--- src/rtl/wb_trace_buffer.sv ---
// Write-back trace capture FIFO with a 5-byte-per-record serializer.
// Optional TRACE_ZERO_FILTER_EN ignores write-backs to register zero.
module wb_trace_buffer #(
  parameter int DEPTH = 16
) (
  input  logic                     clk_CPU,
  input  logic                     rst_CPU,
  input  logic                     trace_valid,
  input  logic [4:0]               trace_addr,
  input  logic [31:0]              trace_data,
  output logic [7:0]               byte_data,
  output logic                     byte_valid,
  input  logic                     byte_ready,
  output logic                     byte_last,
  output logic [$clog2(DEPTH):0]   fifo_count,
  output logic                     overflow,
  output logic [7:0]               drop_count,
  input  logic                     clear_ovf
);

  localparam int AW = $clog2(DEPTH);
  localparam logic [AW:0] FULL_C = (AW+1)'(DEPTH);

  localparam logic [2:0] IDLE   = 3'd0;
  localparam logic [2:0] S_ADDR = 3'd1;
  localparam logic [2:0] S_D3   = 3'd2;
  localparam logic [2:0] S_D2   = 3'd3;
  localparam logic [2:0] S_D1   = 3'd4;
  localparam logic [2:0] S_D0   = 3'd5;

  logic [36:0]   mem_q [DEPTH];
  logic [AW-1:0] wr_ptr_q, rd_ptr_q;
  logic [AW:0]   count_q, count_d;
  logic [2:0]    state_q, state_d;
  logic [36:0]   hold_q;
  logic          ovf_q, ovf_d;
  logic [7:0]    drop_q, drop_d;
  logic          evt, pop, push, drop, hs;

`ifdef TRACE_ZERO_FILTER_EN
  assign evt = trace_valid && (trace_addr != 5'd0);
`else
  assign evt = trace_valid;
`endif

  // A pop frees a slot on the same edge, so a full FIFO still accepts then
  assign pop  = (state_q == IDLE) && (count_q != '0);
  assign push = evt && ((count_q != FULL_C) || pop);
  assign drop = evt && !push;
  assign hs   = byte_valid && byte_ready;

  always_comb begin
    state_d = state_q;
    unique case (state_q)
      IDLE:    if (pop) state_d = S_ADDR;
      S_ADDR:  if (hs)  state_d = S_D3;
      S_D3:    if (hs)  state_d = S_D2;
      S_D2:    if (hs)  state_d = S_D1;
      S_D1:    if (hs)  state_d = S_D0;
      S_D0:    if (hs)  state_d = IDLE;
      default: state_d = IDLE;
    endcase
  end

  always_comb begin
    byte_data = 8'h00;
    unique case (state_q)
      S_ADDR:  byte_data = {3'b000, hold_q[36:32]};
      S_D3:    byte_data = hold_q[31:24];
      S_D2:    byte_data = hold_q[23:16];
      S_D1:    byte_data = hold_q[15:8];
      S_D0:    byte_data = hold_q[7:0];
      default: byte_data = 8'h00;
    endcase
  end

  assign byte_valid = (state_q != IDLE);
  assign byte_last  = (state_q == S_D0);
  assign fifo_count = count_q;
  assign overflow   = ovf_q;
  assign drop_count = drop_q;

  always_comb begin
    count_d = count_q;
    if (push && !pop)
      count_d = count_q + (AW+1)'(1);
    else if (pop && !push)
      count_d = count_q - (AW+1)'(1);
  end

  // A drop on the clearing edge counts as the first drop after the clear
  always_comb begin
    ovf_d  = ovf_q;
    drop_d = drop_q;
    if (drop) begin
      ovf_d  = 1'b1;
      drop_d = clear_ovf ? 8'd1 :
               (drop_q == 8'hFF) ? 8'hFF : drop_q + 8'd1;
    end else if (clear_ovf) begin
      ovf_d  = 1'b0;
      drop_d = 8'd0;
    end
  end

  always_ff @(posedge clk_CPU) begin
    if (push)
      mem_q[wr_ptr_q] <= {trace_addr, trace_data};
  end

  always_ff @(posedge clk_CPU) begin
    if (rst_CPU) begin
      wr_ptr_q <= '0;
      rd_ptr_q <= '0;
      count_q  <= '0;
      state_q  <= IDLE;
      hold_q   <= '0;
      ovf_q    <= 1'b0;
      drop_q   <= 8'd0;
    end else begin
      if (push)
        wr_ptr_q <= wr_ptr_q + AW'(1);
      if (pop) begin
        rd_ptr_q <= rd_ptr_q + AW'(1);
        hold_q   <= mem_q[rd_ptr_q];
      end
      count_q <= count_d;
      state_q <= state_d;
      ovf_q   <= ovf_d;
      drop_q  <= drop_d;
    end
  end

endmodule
--- config.mk ---
export PLATFORM = sky130hd
export DESIGN_NAME = wb_trace_buffer
export DESIGN_NICKNAME = d
export VERILOG_FILES = /design/src/rtl/wb_trace_buffer.sv
export SDC_FILE = /design/constraint.sdc
export NUM_CORES = 1
export LEC_CHECK = 0
export BUFFER_PORTS_ARGS = -buffer_cell sky130_fd_sc_hd__buf_2
export CELL_PAD_IN_SITES_DETAIL_PLACEMENT = 1
export CELL_PAD_IN_SITES_GLOBAL_PLACEMENT = 1
export CORE_MARGIN = 5
export CORE_UTILIZATION = 35
export CTS_BUF_LIST = sky130_fd_sc_hd__clkbuf_4 sky130_fd_sc_hd__clkbuf_8 sky130_fd_sc_hd__clkbuf_16
export CTS_CLUSTER_DIAMETER = 120
export DETAILED_ROUTE_END_ITERATION = 7
export GPL_ROUTABILITY_DRIVEN = 0
export PLACE_DENSITY = 0.61
export REMOVE_ABC_BUFFERS = 1
export SLEW_MARGIN = 20
export SYNTH_ARGS = -nofsm -noshare
export SYNTH_HDL_FRONTEND = slang
export SYNTH_SLANG_ARGS = --single-unit
--- constraint.sdc ---
create_clock -name clk_CPU -period 5.1 [get_ports clk_CPU]
set_input_delay 1.02 -clock clk_CPU [delete_from_list [all_inputs] [get_ports clk_CPU]]
set_output_delay 1.02 -clock clk_CPU [all_outputs]
set_load 0.005 [all_outputs]
==> results.tsv, run 1 <==
stage	metric	value	unit
outcome	status	finished clean	
cts	cts.clk_slew.worst_paths	0.06	ns
synthesis	ys_seq_area_share	75.2	%
final_layout	final_cell_area	29300	sq um
power_and_ir_drop	leakagePower	9.17	nW
cts	cts_buffer_depth	3	
placement	dp_slack	1.52	ns
timing	rsz0062_at_grt	no	
final_layout	multi_input_area	5980	sq um
flow_run	maxCapViolCount	0	
setup_path	critPathKind	flip-flop to output pin	
cts	clock_sinks	654	
route	viasPerCell	5.21	
final_layout	final_util	40.9	%
route	dr_total_vias	12000	
setup_path	crit_path_top_delay_cell	dfxtp_1	
cts	cts_buffers	71	
global_route	grt_overflow	0	
cts	cts_tree	done	
timing	fmax	274	MHz
route	wl	58.9	mm
timing	fin_ws	1.45	ns
setup_path	cp_data_arrival_time	2.63	ns
min_path	hold_class	flip-flop to flip-flop	
cts	cts-hold-fix-buffers	0	
final_layout	area_growth	15.8	%
floorplanning	fp.dieH	279	um
route	drtIter0Drc	918	
cts	postCtsSetupRepairBufs	0	
cts	cts_resized	0	
route	route.antenna.remaining_nets	0	
setup_path	path_max_fanout	16	
setup_path	rrSetupSlack	1.53	ns
route	dr.pass1.iters	7	
final_layout	antenna_cells	0	
cts	worst_skew_pair.late_latency	0.61	ns
global_route	track_usage	15.2	%
timing	fin_tns_setup	0	ns
final_layout	register_area	19000	sq um
timing	slew_headroom	33.2	%
timing	hold_violations	0	
global_route	grt_max_degree	91	
cts	cts-root-buf	clkbuf_16	
placement	post-dp-hpwl	32.9	mm
cts	cts-htree-levels	3	
route	wire_per_inst	25.5	um
floorplanning	die_w	279	um
final_layout	layout-drive-gt1-share	32.1	%
synthesis	ys_types	51	
setup_path	endpoint_kind	output pin	
synthesis	netlist_instances	1200	
synthesis	yosys.area.top_type	edfxtp_1	
synthesis	ys_warn_count	0	
setup_path	path_cells	nor2b_1 > a22oi_1 > o22ai_1 > buf_2	
power_and_ir_drop	power_density	483	nW/um^2
timing	skew	0.0167	ns
setup_path	worst_setup_path_start_kind	flip-flop	
synthesis	netlist_top_cells_area	edfxtp_1 70%, mux4_2 13%, dfxtp_1 4.9%	
timing	drv_slew	0	
floorplanning	start_util	35.3	%
floorplanning	fp.coreArea	71600	sq um
global_route	grt_pass1_vias	13200	
placement	dpl_cell_area	26900	sq um
setup_path	required	4.08	ns
floorplanning	die_area	77700	sq um
power_and_ir_drop	totalPowerFinal	14.2	mW
global_route	antenna_found_initial	4	
synthesis	netlist_area	25300	sq um
timing	period_minus_slack	3.65	ns
synthesis	synth_top_area_share	70.3	%
power_and_ir_drop	ir_worst_vdd	0.000243	V
final_layout	nFillCells	6798	
floorplanning	ioPinCount	66	
floorplanning	std_cell_rows	98	
global_route	grt_pass1_wl	88.6	mm
synthesis	synth_area_per_cell	21.1	sq um
placement	port-buffer-count	65	
timing	setup-violations-final	0	
final_layout	final_nets	1352	
route	drcViolationCount	0	
timing	worst_pin_slew	1.00	ns
timing	period_share	71.5	%
setup_path	slowest_delay	0.74	ns
synthesis	synth_seq_cells	654	
cell families after synthesis:
| family | after synthesis | synth area share (%) |
|---|---|---|
| xor gates and xnor gates | 10 | 0.346 |
| adders and majority gates | 11 | 0.574 |
| and+or+nand+nor | 127 | 2.42 |
| buffers and inverters | 75 | 1.62 |
| muxes | 240 | 17.0 |
| AOI/OAI and AO/OA | 83 | 2.83 |
| DFF | 654 | 75.2 |
synth_stat cells, drive strengths merged:
cell,instances
a211oi,4
a21o,2
a21oi,12
a221o,37
a221oi,2
a22oi,6
a311oi,2
a31oi,3
a41oi,1
and2,1
and2b,1
and4,2
buf,40
clkbuf,27
dfxtp,62
edfxtp,592
fa,1
ha,10
inv,8
mux2,43
mux2i,49
mux4,148
nand2,10
nand2b,5
nand3,5
nand3b,1
nand4,2
nor2,75
nor2b,4
nor3,12
nor3b,1
nor4,6
o211a,1
o211ai,2
o21ai,3
o22ai,6
o311ai,1
o31ai,1
or2,1
or4,1
xnor2,4
xor2,6
registers in the layout, summed over array words and instances (netlist names):
register	flops
state_q	3
hold_q	37
rd_ptr_q	4
mem_q	592
overflow	1
drop_count	8
wr_ptr_q	4
fifo_count	5
cell usage in the layout (no fill, tap or decap), drive strengths merged, types with 2 or more instances in the layout:
cell | netlist | layout
o21ai | 3 | 3
a22oi | 6 | 6
nand3 | 5 | 5
clkbuf | 27 | 95
a221o | 37 | 37
nand4 | 2 | 2
o211ai | 2 | 2
ha | 10 | 10
clkinv | 0 | 23
bufinv | 0 | 6
nand2b | 5 | 5
edfxtp | 592 | 592
clkinvlp | 0 | 2
a311oi | 2 | 2
a31oi | 3 | 3
xnor2 | 4 | 4
o22ai | 6 | 6
and4 | 2 | 2
a21oi | 12 | 12
nor2 | 75 | 75
nand2 | 10 | 10
dfxtp | 62 | 62
mux2 | 43 | 43
xor2 | 6 | 6
mux4 | 148 | 148
nor2b | 4 | 4
mux2i | 49 | 49
inv | 8 | 13
nor3 | 12 | 12
buf | 40 | 93
a211oi | 4 | 4
a221oi | 2 | 2
a21o | 2 | 2
nor4 | 6 | 6
path summary, 6_finish.rpt:
path                       end       start  cells after the start
setup / recovery  byte_data[2]  state_q[1]                      4
hold / removal        overflow    overflow                      2
hold reg to reg       overflow    overflow                      2
setup reg to reg  mem_q[14][5]  state_q[2]                      6
worst max-delay path, delay by kind of cell (launching register included):
family,cells,cell delay (ns)
buffers and inverters,1,0.21
AND/OR/NAND/NOR,1,0.40
flip-flops,1,0.74
AO/OA/AOI/OAI,2,0.66
area by class of cell:
class	instances	share of cell area [%]
clock buffer	95	6.93
sequential	654	64.9
inverter	8	0.102
clock inverter	36	1.35
multi-input combinational	471	20.4
timing repair buffer	93	2.21
tap	950	4.06
report_power, final:
part	internal (mW)	leakage [nW]	switching (mW)
Clock	3.14	1.21	2.12
Sequential	6.11	5.86	0.264
Combinational	1.24	2.11	1.29
Total	10.5	9.17	3.67
layer usage:
layer / global-route usage, % / wire (um)
met5: 0 / 12
met4: 4.16 / 1360
met3: 3.11 / 2870
met2: 24.9 / 28900
met1: 20.8 / 25800
per-stage QoR:
step,std cells,hold slack [ns]
after floorplan,1133,0.450
after global placement,2175,0.457
after detailed placement,2175,0.472
after CTS,2306,0.482
after global routing,2307,0.505
final,2307,0.470
Power figures use the tool's default switching activity.
==> inputs of run 2 (changes only) <==
==> constraint.sdc (replaced) <==
create_clock -name clk_CPU -period 3.43 [get_ports clk_CPU]
set_input_delay 0.686 -clock clk_CPU [delete_from_list [all_inputs] [get_ports clk_CPU]]
set_output_delay 0.686 -clock clk_CPU [all_outputs]
set_load 0.005 [all_outputs]
==> results.tsv, run 2 (same netlist as run 1, synthesis figures left out) <==
stage	metric	value	unit	change
outcome	status	finished clean		
global_route	antenna_found_initial	3		-1
power_and_ir_drop	leakagePower	9.30	nW	+1.4%
floorplanning	fp.dieH	279	um	unchanged
cts	cts_buffer_depth	3		unchanged
route	wire_per_inst	25.8	um	+0.94%
placement	post-dp-hpwl	33.2	mm	+1.0%
timing	setup-violations-final	0		unchanged
setup_path	timing.rr.start	fifo_count[0]		
floorplanning	std_cell_rows	98		unchanged
timing	fin_tns_setup	0	ns	unchanged
route	dr_total_vias	12100		+0.92%
route	wl	60.1	mm	+2.0%
setup_path	critPathKind	flip-flop to output pin		
route	dr.pass1.iters	5		-2
global_route	grt_pass1_wl	89.7	mm	+1.3%
power_and_ir_drop	ir_worst_vdd	0.000372	V	+53%
setup_path	path_max_fanout	15		-1
floorplanning	fp.coreArea	71600	sq um	unchanged
route	viasPerCell	5.20		-0.17%
final_layout	final_util	41.3	%	+0.35 points
timing	hold_violations	0		unchanged
cts	clock_sinks	654		unchanged
placement	port-buffer-count	65		unchanged
cts	cts-hold-fix-buffers	0		unchanged
final_layout	final_cell_mix	592 x edfxtp_1, 148 x mux4_2, 73 x clkbuf_16		
final_layout	largest_register_ffs	592		unchanged
min_path	hold_path_startpoint	clear_ovf		
final_layout	register_area	19000	sq um	unchanged
final_layout	area_growth	16.8	%	
timing	fmax	313	MHz	
timing	worst_pin_slew	0.943	ns	-0.0573 ns
timing	skew	0.0270	ns	+0.0104 ns
floorplanning	die_area	77700	sq um	unchanged
final_layout	largest_register	mem_q		
cts	postCtsSetupRepairBufs	0		unchanged
floorplanning	die_w	279	um	unchanged
cts	cts_buffers	71		unchanged
power_and_ir_drop	totalPowerFinal	20.9	mW	+48%
setup_path	worst_setup_path_start_kind	flip-flop		
flow_run	maxCapViolCount	0		unchanged
route	route.antenna.remaining_nets	0		unchanged
global_route	track_usage	15.5	%	+0.32 points
final_layout	final_nets	1378		+1.9%
cts	worst_skew_pair.late_latency	0.60	ns	about the same
route	drcViolationCount	0		unchanged
final_layout	nFillCells	6799		+0.015%
setup_path	cp_data_arrival_time	2.50	ns	-0.13 ns
timing	slew_headroom	36.9	%	+3.7 points
floorplanning	start_util	35.3	%	unchanged
setup_path	required	2.74	ns	-1.34 ns
timing	period_minus_slack	3.19	ns	
final_layout	final_common_cell	edfxtp_1		
timing	drv_slew	0		unchanged
cts	cts-htree-levels	3		unchanged
power_and_ir_drop	power_density	708	nW/um^2	+47%
cts	cts-root-buf	clkbuf_16		
setup_path	endpoint_kind	output pin		
final_layout	layout-drive-gt1-share	33.0	%	+0.94 points
cts	cts_tree	done		
global_route	grt_overflow	0		unchanged
final_layout	multi_input_area	5980	sq um	about the same
cts	cts.clk_slew.worst_paths	0.06	ns	about the same
floorplanning	ioPinCount	66		unchanged
route	drtIter0Drc	860		-6.3%
global_route	grt_max_degree	38		-58%
cts	cts_resized	0		unchanged
setup_path	rrSetupSlack	0.45	ns	-1.08 ns
global_route	grt_pass1_vias	13200		-0.25%
timing	rsz0062_at_grt	no		
min_path	hold_class	input port to flip-flop		
setup_path	startpoint	state_q[1]		
timing	period_share	93.0	%	
final_layout	antenna_cells	0		unchanged
run 2: cell count changes in the layout (fill, tap and decap cells not counted), sizes merged:
cell and change:
clkinvlp -1, clkbuf +1, bufinv -1, buf +26
run 2: critical path: stages, from the launching register on:
cell     delay (ns)
dfxtp_1        0.39
buf_4          0.29
nor2b_1        0.57
a22oi_1        0.23
a21oi_1        0.27
buf_2          0.16
run 2: path summary, 6_finish.rpt:
kind / endpoint / depth (start not counted)
max: byte_data[6] / 5
min: overflow / 3
max reg2reg: fifo_count[4] / 9
min reg2reg: overflow / 2
run 2: final cells by class:
class                   instances  area share [%]
flip-flops and latches        654            64.4
multi-input cells             471            20.2
clock buffers                  96            6.89
well taps                     950            4.02
repair buffers                119            3.32
clock inverters                34            1.04
inverters                       8           0.102
run 2: through the flow:
stage	hold slack [ns]	area [sq um]	instances	setup slack, ns
after floorplan	0.450	24900	1133	-4.11
after global placement	0.456	27200	2202	0.496
after detailed placement	0.465	27200	2202	0.458
after CTS	0.342	29600	2332	0.131
after global routing	0.412	29600	2332	0.127
final	0.380	29600	2332	0.240
run 2: power by group:
group	switching [mW]	leakage, nW	total (mW)	internal (mW)
Clock	3.04	1.17	7.60	4.56
Sequential	0.373	5.86	9.46	9.09
Combinational	1.91	2.27	3.87	1.96
Total	5.32	9.30	20.9	15.6
run 2: metal layers:
| layer | up-vias | share of wire [%] | global-route usage [%] |
|---|---|---|---|
| li1 | 5257 | - | - |
| met1 | 6544 | 44 | 21.3 |
| met2 | 250 | 50 | 26.1 |
| met3 | 75 | 4.1 | 2.42 |
| met4 | 0 | 1.8 | 3.91 |
| met5 | - | 0 | 0 |
